[src/rtl/tmds_rx_decoder.sv]
// tmds_rx_decoder: receive side of one DVI TMDS channel.
// Finds the word boundary by bitslip on control-token runs, then decodes.
module tmds_rx_decoder #(
   parameter int CTRL_RUN    = 16,
   parameter int SEARCH_WIN  = 4096,
   parameter int SLIP_SETTLE = 8
) (
   input  logic       pix_clk,
   input  logic       rstn,
   input  logic [9:0] tmds_word,
   output logic       bitslip,
   output logic       locked,
   output logic [3:0] slip_cnt,
   output logic       de,
   output logic [1:0] ctrl,
   output logic [7:0] data
);

   localparam logic [7:0]  RUN_MAX  = 8'(CTRL_RUN);
   localparam logic [7:0]  RUN_LAST = 8'(CTRL_RUN - 1);
   localparam logic [15:0] WIN_LAST = 16'(SEARCH_WIN - 1);
   localparam logic [7:0]  SET_LAST = 8'(SLIP_SETTLE - 1);

   typedef enum logic [1:0] {
      S_SEARCH,
      S_SETTLE,
      S_LOCKED
   } state_t;

   state_t      state;
   state_t      state_nxt;
   logic [1:0]  rst_sync;
   logic [9:0]  word_q;
   logic        tok;
   logic [1:0]  tok_code;
   logic [7:0]  q;
   logic [7:0]  dec;
   logic        qual;
   logic        expire;
   logic [7:0]  run_cnt;
   logic [7:0]  run_nxt;
   logic [15:0] win_cnt;
   logic [15:0] win_nxt;
   logic [7:0]  set_cnt;
   logic [7:0]  set_nxt;
   logic        bitslip_nxt;
   logic        locked_nxt;
   logic [3:0]  slip_nxt;
   logic        de_nxt;
   logic [1:0]  ctrl_nxt;
   logic [7:0]  data_nxt;

   always_comb begin
      tok      = 1'b1;
      tok_code = 2'b00;
      unique case (1'b1)
         (word_q == 10'h354): tok_code = 2'b00;
         (word_q == 10'h0AB): tok_code = 2'b01;
         (word_q == 10'h154): tok_code = 2'b10;
         (word_q == 10'h2AB): tok_code = 2'b11;
         default:             tok      = 1'b0;
      endcase
   end

   assign q   = word_q[9] ? ~word_q[7:0] : word_q[7:0];
   assign dec = {q[7:1] ^ q[6:0] ^ {7{~word_q[8]}}, q[0]};

   assign qual   = tok && (run_cnt == RUN_LAST);
   assign expire = (win_cnt == WIN_LAST);

   always_comb begin
      state_nxt   = state;
      run_nxt     = run_cnt;
      win_nxt     = win_cnt;
      set_nxt     = set_cnt;
      bitslip_nxt = 1'b0;
      locked_nxt  = locked;
      slip_nxt    = slip_cnt;

      if (state != S_SETTLE) begin
         if (!tok)
            run_nxt = 8'd0;
         else if (run_cnt != RUN_MAX)
            run_nxt = run_cnt + 8'd1;
         win_nxt = qual ? 16'd0 : win_cnt + 16'd1;
      end

      // A qualifying run always beats a window expiry on the same word.
      unique case (state)
         S_SEARCH: begin
            if (qual) begin
               state_nxt  = S_LOCKED;
               locked_nxt = 1'b1;
            end else if (expire) begin
               state_nxt   = S_SETTLE;
               bitslip_nxt = 1'b1;
               slip_nxt    = (slip_cnt == 4'd9) ? 4'd0 : slip_cnt + 4'd1;
               run_nxt     = 8'd0;
               win_nxt     = 16'd0;
            end
         end
         S_SETTLE: begin
            run_nxt = 8'd0;
            win_nxt = 16'd0;
            if (set_cnt == SET_LAST) begin
               set_nxt   = 8'd0;
               state_nxt = S_SEARCH;
            end else begin
               set_nxt = set_cnt + 8'd1;
            end
         end
         S_LOCKED: begin
            if (expire && !qual) begin
               state_nxt  = S_SEARCH;
               locked_nxt = 1'b0;
               slip_nxt   = 4'd0;
               run_nxt    = 8'd0;
               win_nxt    = 16'd0;
            end
         end
         default: state_nxt = S_SEARCH;
      endcase

      ctrl_nxt = tok ? tok_code : ctrl;
      de_nxt   = !tok && locked_nxt;
      data_nxt = de_nxt ? dec : 8'd0;
   end

   // Reset asserts asynchronously; release takes effect two edges later.
   always_ff @(posedge pix_clk or negedge rstn) begin
      if (!rstn) begin
         rst_sync <= 2'b00;
         word_q   <= 10'd0;
         state    <= S_SEARCH;
         run_cnt  <= 8'd0;
         win_cnt  <= 16'd0;
         set_cnt  <= 8'd0;
         bitslip  <= 1'b0;
         locked   <= 1'b0;
         slip_cnt <= 4'd0;
         de       <= 1'b0;
         ctrl     <= 2'b00;
         data     <= 8'd0;
      end else begin
         rst_sync <= {rst_sync[0], 1'b1};
         word_q   <= tmds_word;
         if (rst_sync[1]) begin
            state    <= state_nxt;
            run_cnt  <= run_nxt;
            win_cnt  <= win_nxt;
            set_cnt  <= set_nxt;
            bitslip  <= bitslip_nxt;
            locked   <= locked_nxt;
            slip_cnt <= slip_nxt;
            de       <= de_nxt;
            ctrl     <= ctrl_nxt;
            data     <= data_nxt;
         end
      end
   end

endmodule
[config.mk]
export PLATFORM = sky130hd
export DESIGN_NAME = tmds_rx_decoder
export DESIGN_NICKNAME = d
export VERILOG_FILES = /design/src/rtl/tmds_rx_decoder.sv
export SDC_FILE = /design/constraint.sdc
export NUM_CORES = 1
export LEC_CHECK = 0
export ABC_AREA = 1
export CAP_MARGIN = 10
export CORE_MARGIN = 4
export CORE_UTILIZATION = 58
export DETAILED_ROUTE_END_ITERATION = 8
export MAX_ROUTING_LAYER = met4
export PLACE_DENSITY = 0.8
export SLEW_MARGIN = 40
export SYNTH_ARGS = -nofsm -noshare
export SYNTH_HDL_FRONTEND = slang
export SYNTH_SLANG_ARGS = --single-unit
export TNS_END_PERCENT = 30
[constraint.sdc]
create_clock -name pix_clk -period 1.8 [get_ports pix_clk]
set_input_delay 0.36 -clock pix_clk [delete_from_list [all_inputs] [get_ports pix_clk]]
set_output_delay 0.36 -clock pix_clk [all_outputs]
set_load 0.03 [all_outputs]
# Word-level counts from Yosys, hierarchy flattened

Index checks and enable logic that the tools add are counted.

Input port bits: 12
Bits in registers: 63

Reductions and logical operators: 12
Multiplexer cells: 34
Equality and inequality tests: 17
Add/sub/neg operators: 4
Bitwise operators: 4

Operator list:

| operator              | number |
|---|---|
| $mux 16               | 5 |
| $mux 8                | 9 |
| $pmux 16 s3           | 1 |
| $pmux 8 s3            | 1 |
| $eq 10x10->1 const B  | 2 |
| $add 16x1->16 const B | 1 |
| $add 8x1->8 const B   | 2 |
| $eq 16x12->1 const B  | 1 |
| $mux 4                | 4 |
| $xor 7x7->7           | 2 |
| $pmux 2 s3            | 2 |
| $eq 10x8->1 const B   | 1 |
| $eq 10x9->1 const B   | 1 |
| $eq 8x3->1 const B    | 1 |
| $eq 8x4->1 const B    | 1 |
| $mux 2                | 4 |
| $ne 2x2->1 const B    | 4 |
| $ne 8x5->1 const B    | 1 |
| $not 8->8             | 1 |
| $pmux 4 s2            | 1 |
| $mux 1                | 6 |
| $reduce_and 5->1      | 1 |
| $add 4x1->4 const B   | 1 |
| $eq 4x4->1 const B    | 1 |
| 13 further kinds      | 17 |

# Logic depth before layout (Yosys ltp)

Gate-level depths: netlist (run 1).

Word-level depth: 10
Depth in mapped cells: 11

# Least setup slack after synthesis (run 1)

Ideal clock, no wire load.

Path kind: register to register
Start: register win_cnt[0]
End: register win_cnt[7]
Slack: 0.260 ns
Clock period less this slack: 1.540 ns
Setup time: 0.128 ns
Stages on the path, launching flop included: 10
Buffers on the path: 1
Arrival: 1.413 ns
Data required time: 1.672 ns
Cells stage by stage: dfrtp_1 > ha_1 > nand3_1 > nor2_2 > nand3_2 > nor2_4 > nand3_4 > nand4_4 > buf_8 > o21ai_2

Word-level cells in the longest chain between the ends: 6
Elaborated cells between the ends (all ways): 9

Ends and longest elaborated chain:

| item                   | RTL line | RTL |
|---|---|---|
| from (decl)            | 42       | `logic [15:0] win_cnt;` |
| from (signal assigned) | 150      | `win_cnt <= win_nxt;` |
| $add 16x1->16          | 85       | `win_nxt = qual ? 16'd0 : win_cnt + 16'd1;` |
| $mux 16                | 85       |  |
| $mux 16                | 80       | `if (state != S_SETTLE) begin` |
| $mux 16                | 94       | `end else if (expire) begin` |
| $mux 16                | 91       | `if (qual) begin` |
| $pmux 16 s3 (*)        | 89       | `unique case (state)` |

Every way passes the cells marked *; elsewhere a longest branch is shown, timed or not.
A chain may end at the register's enable or synchronous reset.

# Worst setup path in the final report (run 1)

Start: register de
End: output de

RTL lines:

| item                   | RTL line | RTL |
|---|---|---|
| from (decl)            | 14       | `output logic de,` |
| from (signal assigned) | 155      | `de <= de_nxt;` |

No word-level cell between the ends.

==> results of run 1 <==
layout make-up:
type | count | area, µm² | area share (%)
clock buffers | 11 | 151.4 | 3.691
clock inverters | 5 | 32.53 | 0.7932
inverters | 40 | 153.9 | 3.752
multi-input cells | 294 | 1689 | 41.18
flip-flops and latches | 63 | 1577 | 38.44
well taps | 72 | 90.09 | 2.196
repair buffers | 42 | 407.9 | 9.945
path summary, 6_finish.rpt:
kind                       slack [ns]  cells past startpoint           to
max reg2reg                      0.04                      9   win_cnt[3]
max in group asynchronous        1.52                      2      data[6]
min reg2reg                      0.38                      0  rst_sync[1]
min in group pix_clk             0.38                      0  rst_sync[1]
max                              0.03                      1           de
min                            0.0003                      2   run_cnt[5]
sequential cells by signal, indices dropped and copies added, names as in the netlist:
name	flops
set_cnt	8
run_cnt	8
data	8
rst_sync	2
locked	1
state	2
word_q	10
win_cnt	16
slip_cnt	4
de	1
bitslip	1
ctrl	2
worst register-to-register path, stage by stage, from the launching register on:
cell and delay (ns):
dfrtp_1 0.39, ha_1 0.20, nand3_1 0.13, nor2_2 0.14, nand3_2 0.11, nor2_4 0.20
nand3_4 0.12, nand4_4 0.14, buf_12 0.15, o21ai_2 0.06
layer usage:
layer / track usage, % / share of wire, % / up-vias
met4: 10.07 / 2.4 / 0
met5: - / 0 / -
met2: 34.25 / 48 / 79
met3: 4.563 / 5.0 / 15
met1: 27.40 / 45 / 1331
li1: - / - / 1417
cell families (layout without fill, tap and decap cells):
| logic type | count (synthesis) | in the layout | synth area share (%) |
|---|---|---|---|
| compound gates | 50 | 50 | 9.309 |
| xor+xnor | 28 | 28 | 7.099 |
| fa+ha+maj | 6 | 6 | 2.173 |
| buf+inv | 48 | 98 | 5.940 |
| flops | 63 | 63 | 45.64 |
| mux | 2 | 2 | 0.5795 |
| other cells | 1 | 1 | 0.1086 |
| simple gates | 207 | 207 | 29.16 |
synth_stat cells:
cell	n
inv_1	35
nand3_2	3
o211ai_1	1
nor2_2	4
nand3_1	25
ha_1	6
xnor2_1	6
xor2_1	22
clkinv_1	1
nand4_2	1
dfrtp_1	63
nor3_1	6
o21a_1	1
nand3b_1	1
inv_2	4
nor3_2	1
a22o_1	1
buf_6	1
nor3b_1	1
nand4_4	1
nor2_4	3
buf_4	1
a211oi_1	1
conb_1	1
nand2_4	2
a21oi_1	7
o22ai_1	3
mux2i_1	2
o21ai_0	21
nor2_8	1
nand3_4	1
nor2_1	43
o32ai_1	1
o21ai_1	2
nand4_1	16
buf_8	1
nand2_1	92
o21ai_2	11
a21oi_4	1
clkbuf_1	3
buf_2	2
nand2_2	6
per-stage QoR:
stage / power (µW) / setup TNS (ns) / utilization [%] / setup slack [ns] / cells
after detailed placement: 1895 / 0 / 68.02 / 0.01126 / 505
after global placement: 1886 / 0 / 68.02 / 0.1417 / 505
final: 3025 / 0 / 72.70 / 0.02739 / 527
after floorplan: 1783 / 0 / - / 0.2598 / 405
after global routing: 3169 / -1.528 / 72.70 / -0.09120 / 527
after CTS: 3015 / 0 / 71.24 / 0.005458 / 521
where the power goes:
group	switching, µW	internal [µW]
clock network	552	569
logic	179	154
registers	91.0	1480
total	822	2200
what timing repair did:
action / 4_1_cts / 5_1_grt
resized for setup: 2 / 7
pin swaps: 0 / 2
endpoints found under the setup margin: 2 / 37
buffers inserted: 0 / 6
==> impl_metrics.env, run 1 <==
export IMPL_max_stage_delay_ns=0.70
export IMPL_ir_drop_mv=0.6921
export IMPL_diodes=0
export IMPL_path_delay_family="buffers and inverters"
export IMPL_grt_pass1_vias=2774
export IMPL_fp_row_count=27
export IMPL_critical_path_max_fanout=2
export IMPL_drtIter0Drc=204
export IMPL_clk_path_buf_depth=2
export IMPL_firstDrtPassIters=4
export IMPL_cp_start_kind="flop"
export IMPL_final_common_cell="nand2_1"
export IMPL_p_per_area_nw_per_um2=737.6
export IMPL_r2r_start="win_cnt[1]"
export IMPL_drv_slew=0
export IMPL_dieArea_um2=7255
export IMPL_die_h_um=85.18
export IMPL_drc=0
export IMPL_rsz0062_at_grt="true"
export IMPL_synth_top_area_share_pct=45.64
export IMPL_ys_ff_latch=63
export IMPL_core_area_um2=5642
export IMPL_die_x_um=85.18
export IMPL_ys_seq_area_share_pct=45.64
export IMPL_dp_hpwl_um=5015
export IMPL_clk_latency_ns=0.34
export IMPL_cts_tree="yes"
export IMPL_crit_start="de"
export IMPL_antenna_left=0
export IMPL_grt_overflow=0
export IMPL_nets=468
export IMPL_timing_final_setup_violations=0
export IMPL_synth_area_leader_cell="dfrtp_1"
export IMPL_clock_skew_ns=0.006943
export IMPL_clk_pin_slew_ns=0.07
export IMPL_portBuffers=28
export IMPL_fin_crit_sh_pct=98.48
export IMPL_synthCells=405
export IMPL_vias_per_cell=5.393
export IMPL_grtUsageTotal_pct=21.94
export IMPL_status="finished clean"
export IMPL_root_buffer="clkbuf_8"
export IMPL_syn_area_um2=3455
export IMPL_hold_class="input pin to async pin"
export IMPL_cp_arrival_ns=1.41
export IMPL_worstSetupPathType="flop to output pin"
export IMPL_crit_path_end_kind="output pin"
export IMPL_leakage_uw=0.001909
export IMPL_crit_required_ns=1.44
export IMPL_design_area_um2=4101
export IMPL_final_min_clock_period_ns=1.773
export IMPL_holdWs_ns=0.0002668
export IMPL_layout_common_cells="nand2_1, dfrtp_1, nor2_1"
export IMPL_ys_warn_count=0
export IMPL_grt_pass1_wl_um=12430
export IMPL_dpl_cell_area_um2=3837
export IMPL_nFillCells=415
export IMPL_antenna_found_initial=0
export IMPL_syn_num_nets=423
export IMPL_hold_buffers=0
export IMPL_fmax_ghz=0.5641
export IMPL_numCtsBuffers=9
export IMPL_drt_wl_total_um=7175
export IMPL_cts_num_sinks=63
export IMPL_wl_per_cell_um=13.61
export IMPL_avgSynthCellArea_um2=8.530
export IMPL_vias=2842
export IMPL_gp_congestion=0.8977
export IMPL_cap_violations=0
export IMPL_syn_to_final_growth_pct=18.73
export IMPL_htreeDepth=3
export IMPL_hold_viol=0
export IMPL_worstPathCellList="clkdlybuf4s50_1"
export IMPL_grt_max_degree=64
export IMPL_start_util_pct=61.23
export IMPL_io_pins=29
export IMPL_synth_area_top_cells="dfrtp_1, nand2_1, xor2_1"
export IMPL_cp_slowest_cell="clkdlybuf4s50_1"
export IMPL_synth_cell_type_count=42
export IMPL_drive_gt1_share_pct=15.82
export IMPL_cp_num_buf_inv=1
No activity file was read; power rests on OpenSTA's default activity.
==> run 2: changes to the inputs <==
CORE_ASPECT_RATIO = 0.8   (was not set)
PLACE_DENSITY = 0.81   (was 0.8)
==> run 2 against run 1 <==
The flow now finishes with violations (hold timing); combinational power fell by 2%; critical path depth grew 7; setup slack better by 0.016 ns; first-iteration DRC count decreased by 33%; cell area up 2.7%; critical path type is now flop to flop; critical endpoint is now win_cnt[11]; largest power group unchanged.
==> impl_metrics.env, run 2 (synthesized netlist as in run 1, its figures left out) <==
export IMPL_status="complete, but fails checks"
export IMPL_violations="hold timing"
export IMPL_cap_violations=0
export IMPL_grt_max_degree=26
export IMPL_die_h_um=77.03
export IMPL_cp_arrival_ns=2.02
export IMPL_timing_final_setup_violations=0
export IMPL_die_x_um=94.29
export IMPL_vias_per_cell=5.290
export IMPL_cts_tree="yes"
export IMPL_reg_largest_list="win_cnt x16, word_q x10"
export IMPL_gp_congestion=0.9272
export IMPL_nFillCells=400
export IMPL_numCtsBuffers=9
export IMPL_hold_viol=14
export IMPL_antenna_found_initial=0
export IMPL_clk_path_buf_depth=2
export IMPL_cp_start_kind="flop"
export IMPL_start_util_pct=61.52
export IMPL_nets=470
export IMPL_fp_row_count=24
export IMPL_firstDrtPassIters=4
export IMPL_crit_path_end_kind="flop"
export IMPL_grt_pass1_wl_um=12740
export IMPL_hold_class="input pin to async pin"
export IMPL_diodes=0
export IMPL_final_min_clock_period_ns=1.757
export IMPL_design_area_um2=4210
export IMPL_worstPathCellList="ha_1 > nand3_2 > nor2_4 > nand2_4 > nand3_4 > nand4_4 > buf_12 > o21ai_0"
export IMPL_multi_input_area_um2=1739
export IMPL_max_stage_delay_ns=0.40
export IMPL_grtUsageTotal_pct=22.94
export IMPL_relSlewSlack_pct=62.64
export IMPL_dieArea_um2=7263
export IMPL_io_pins=29
export IMPL_htreeDepth=3
export IMPL_worstSetupPathType="flop to flop"
export IMPL_core_area_um2=5615
export IMPL_dp_hpwl_um=5231
export IMPL_grt_overflow=0
export IMPL_wl_per_cell_um=13.63
export IMPL_drv_slew=0
export IMPL_holdWs_ns=-0.01029
export IMPL_drc=0
export IMPL_final_common_cell="nand2_1"
export IMPL_crit_required_ns=2.06
export IMPL_dpl_cell_area_um2=3852
export IMPL_worst_pin_slew_ns=0.5603
export IMPL_largest_register="win_cnt"
export IMPL_clk_pin_slew_ns=0.07
export IMPL_portBuffers=28
export IMPL_drive_gt1_share_pct=17.51
export IMPL_cp_slowest_cell="dfrtp_1"
export IMPL_hold_buffers=0
export IMPL_largest_reg_flops=16
export IMPL_drtIter0Drc=137
export IMPL_fmax_ghz=0.5692
export IMPL_clk_latency_ns=0.35
export IMPL_ir_drop_mv=0.6379
export IMPL_rsz0062_at_grt="true"
export IMPL_clock_skew_ns=0.01083
export IMPL_vias=2830
export IMPL_grt_pass1_vias=2759
export IMPL_p_per_area_nw_per_um2=746.4
export IMPL_root_buffer="clkbuf_8"
export IMPL_critical_path_max_fanout=7
export IMPL_syn_to_final_growth_pct=21.88
export IMPL_drt_wl_total_um=7294
export IMPL_antenna_left=0
export IMPL_tns_ns=0
export IMPL_fin_crit_sh_pct=97.61
export IMPL_leakage_uw=0.002046
export IMPL_layout_common_cells="nand2_1, dfrtp_1, nor2_1"
export IMPL_cts_num_sinks=63
export IMPL_ff_latch_area_um2=1579
[run 2: changes by cell type in the layout (fill, tap and decap cells not counted), sizes merged]
cell	before	now
buf	15	17
bufinv	0	1
clkbuf	11	10
clkdlybuf4s50	23	15
clkinv	2	1
dlygate4sd2	2	4
dlymetal6s2s	2	8
inv	39	40
[run 2: metrics by stage]
stage | util (%) | power (µW) | hold slack (ns) | setup WS, ns | cells
after detailed placement | 68.61 | 1897 | 0.3426 | -0.06366 | 512
after CTS | 72.66 | 3136 | 0.0009825 | 0.01447 | 531
after global routing | 74.98 | 3312 | 0.02771 | -0.03583 | 535
after floorplan | - | 1783 | 0.06441 | 0.2598 | 405
after global placement | 68.61 | 1883 | 0.3327 | 0.1017 | 512
final | 74.98 | 3142 | -0.01029 | 0.04306 | 535
[run 2: repair_timing]
item / CTS / global route
buffers inserted: 3 / 4
endpoints found under the hold margin: 0 / 0
gates resized for setup: 4 / 30
pin swaps: 0 / 9
endpoints found under the setup margin: 10 / 37
[run 2: layout make-up]
class	instances	share of cell area, %
Tap cell	78	2.318
Clock inverter	6	1.664
Sequential cell	63	37.50
Timing Repair Buffer	44	10.52
Multi-Input combinational cell	294	41.31
Clock buffer	10	3.031
Inverter	40	3.655
[run 2: worst max-delay path, delay by kind of cell (launching register included)]
family / cells / cell delay, ns
simple gates: 5 / 0.70
flops: 1 / 0.40
buf+inv: 1 / 0.18
compound gates: 1 / 0.16
fa+ha+maj: 1 / 0.24
[run 2: power by group]
part | leakage (µW) | total, µW | internal, µW | switching [µW]
logic | 0.00111 | 326 | 156 | 170
registers | 0.000843 | 1600 | 1480 | 114
clock network | 0.0000891 | 1220 | 645 | 575
[run 2: final timing paths]
path                             start           to  slack [ns]  cells past startpoint
max                         run_cnt[1]  win_cnt[11]        0.04                      8
min                               rstn   set_cnt[4]       -0.01                      1
max reg2reg                 run_cnt[1]  win_cnt[11]        0.04                      8
min reg2reg                rst_sync[0]  rst_sync[1]        0.36                      0
max in group asynchronous         rstn  win_cnt[11]        1.18                      2
min in group pix_clk       rst_sync[0]  rst_sync[1]        0.36                      0
[run 2: per-layer routing]
metal	track usage (%)	share of wire [%]	vias to the layer above
met1	30.42	47	1336
met3	9.002	5.5	10
met4	6.638	1.4	0
met5	-	0	-
met2	32.72	46	69
li1	-	-	1415
==> run 3: changes to the inputs <==
SETUP_SLACK_MARGIN = 0.05   (was not set)
==> run 3 against run 2 <==
The flow still finishes with violations (hold timing); sequential power hardly changed; via count is 4.1% higher; sequential share of layout area is 0.57 points lower; clock skew is 0.0042 ns lower; register-to-register slack worse by 0.02 ns; clock-buffer cell count stayed put; clock power hardly changed; largest cell class unchanged; highest routed layer unchanged.
==> impl_metrics.env, run 3 (synthesized netlist as in run 1, its figures left out) <==
export IMPL_largest_register="win_cnt"
export IMPL_clk_pin_slew_ns=0.08
export IMPL_fp_row_count=24
export IMPL_drtIter0Drc=162
export IMPL_hold_buffers=0
export IMPL_layout_common_cells="nand2_1, dfrtp_1, nor2_1"
export IMPL_cp_arrival_ns=2.04
export IMPL_nFillCells=374
export IMPL_ir_drop_mv=0.6388
export IMPL_crit_required_ns=2.06
export IMPL_clk_latency_ns=0.35
export IMPL_p_switching_uw=879.4
export IMPL_gp_congestion=0.9272
export IMPL_worst_pin_slew_ns=0.5814
export IMPL_power_share_switching_pct=27.82
export IMPL_grtUsageMet2_pct=32.72
export IMPL_busiest_layer="met2"
export IMPL_power_total_uw=3161
export IMPL_portBuffers=28
export IMPL_p_clk_share_pct=39.2
export IMPL_critical_path_max_fanout=7
export IMPL_rsz0062_at_grt="true"
export IMPL_timing_final_setup_violations=0
export IMPL_hold_class="input pin to async pin"
export IMPL_io_pins=29
export IMPL_p_per_area_nw_per_um2=739.4
export IMPL_syn_to_final_growth_pct=23.76
export IMPL_worstSetupPathType="flop to flop"
export IMPL_start_util_pct=61.52
export IMPL_wl_per_cell_um=14.85
export IMPL_grt_max_degree=26
export IMPL_design_area_um2=4275
export IMPL_drive_gt1_share_pct=19.13
export IMPL_firstDrtPassIters=6
export IMPL_dpl_cell_area_um2=3852
export IMPL_status="complete, but fails checks"
export IMPL_fin_crit_sh_pct=98.59
export IMPL_die_x_um=94.29
export IMPL_grt_pass1_wl_um=12740
export IMPL_largest_reg_flops=16
export IMPL_reg_largest_list="win_cnt x16, word_q x10"
export IMPL_use_met3_pct=9.002
export IMPL_cts_num_sinks=63
export IMPL_post_place_ws_ns=-0.06366
export IMPL_antenna_left=0
export IMPL_final_common_cell="nand2_1"
export IMPL_diodes=0
export IMPL_drc=0
export IMPL_crit_path_end_kind="flop"
export IMPL_core_area_um2=5615
export IMPL_htreeDepth=3
export IMPL_grt_pass1_vias=2759
export IMPL_cp_start_kind="flop"
export IMPL_dieArea_um2=7263
export IMPL_antenna_found_initial=0
export IMPL_hold_viol=2
export IMPL_power_frac_comb_pct=10.4
export IMPL_p_int_uw=2282
export IMPL_final_min_clock_period_ns=1.775
export IMPL_relSlewSlack_pct=61.24
export IMPL_root_buffer="clkbuf_8"
export IMPL_violations="hold timing"
export IMPL_dp_hpwl_um=5231
export IMPL_clock_skew_ns=0.006580
export IMPL_vias_per_cell=5.474
export IMPL_cap_violations=0
export IMPL_pwr_share_seq_pct=50.4
export IMPL_cts_tree="yes"
export IMPL_setup_ws_ns=0.02538
export IMPL_drv_slew=0
export IMPL_drt_wl_total_um=7989
export IMPL_grtUsageTotal_pct=22.94
export IMPL_numCtsBuffers=9
export IMPL_holdWs_ns=-0.004465
export IMPL_die_h_um=77.03
export IMPL_vias=2945
export IMPL_fmax_ghz=0.5635
export IMPL_leakage_uw=0.002147
export IMPL_grt_met1_usage_pct=30.42
export IMPL_nets=473
export IMPL_clk_path_buf_depth=2
export IMPL_grt_overflow=0
==> run 3: cell types whose count changed in the layout (fill, tap and decap cells not counted), moves of 2 or more <==
cell and delta:
clkdlybuf4s50_1 -5, dlymetal6s2s_1 +5, inv_2 -2, inv_4 +2, o21ai_0 -2, o21ai_2 +3
==> run 3: layout make-up <==
type | count | area [µm²] | share of cell area (%)
Clock inverter | 6 | 70.07 | 1.639
Timing Repair Buffer | 45 | 462.9 | 10.83
Sequential cell | 63 | 1579 | 36.93
Clock buffer | 10 | 127.6 | 2.985
Tap cell | 78 | 97.59 | 2.283
Inverter | 40 | 158.9 | 3.717
Multi-Input combinational cell | 296 | 1779 | 41.62
==> run 3: power groups by stage <==
stage / clock [µW] / combinational, µW / sequential, µW
after floorplan: 0 / 206 / 1580
after global placement: 0 / 290 / 1590
after detailed placement: 0 / 303 / 1590
after CTS: 1250 / 312 / 1570
after global routing: 1350 / 373 / 1600
final: 1240 / 328 / 1590
==> run 3: critical path: stages (launching register included) <==
cell and delay (ns):
dfrtp_1 0.41, ha_2 0.23, nand3_2 0.13, nor2_4 0.20, nand2_4 0.11, nand3_4 0.13
nand4_4 0.12, buf_12 0.18, o21ai_0 0.16
==> run 3: per-stage QoR <==
step | TNS, ns | utilization [%] | hold WS, ns | cells
finish | 0 | 76.14 | -0.004465 | 538
global route | -0.8087 | 76.14 | 0.02468 | 538
CTS | 0 | 72.66 | 0.0009825 | 531
detailed placement | -0.1266 | 68.61 | 0.3426 | 512
global placement | 0 | 68.61 | 0.3327 | 512
floorplan | 0 | - | 0.06441 | 405
==> run 3: path summary, 6_finish.rpt <==
path,startpoint,end,slack (ns),depth (start not counted)
worst max-delay path,run_cnt[1],win_cnt[11],0.03,8
worst min register to register,rst_sync[0],rst_sync[1],0.36,0
max in group asynchronous,rstn,win_cnt[11],1.16,2
worst min-delay path,rstn,set_cnt[4],-0.004,1
worst max register to register,run_cnt[1],win_cnt[11],0.03,8
min in group pix_clk,rst_sync[0],rst_sync[1],0.36,0
==> run 3: what timing repair did <==
| action | CTS | global route |
|---|---|---|
| cloned | 0 | 2 |
| hold endpoints to repair | 0 | 0 |
| endpoints found under the setup margin | 34 | 51 |
| gates resized for setup | 4 | 46 |
| pin swaps | 0 | 16 |
| setup buffers | 3 | 5 |
==> run 3: layer usage <==
metal  routed length, µm  part of all wire, %  vias up
li1                    -                    -     1426
met1                3606                   45     1390
met2                3695                   46      110
met3                 527                  6.6       19
met4                 160                  2.0        0
met5                   0                    0        -
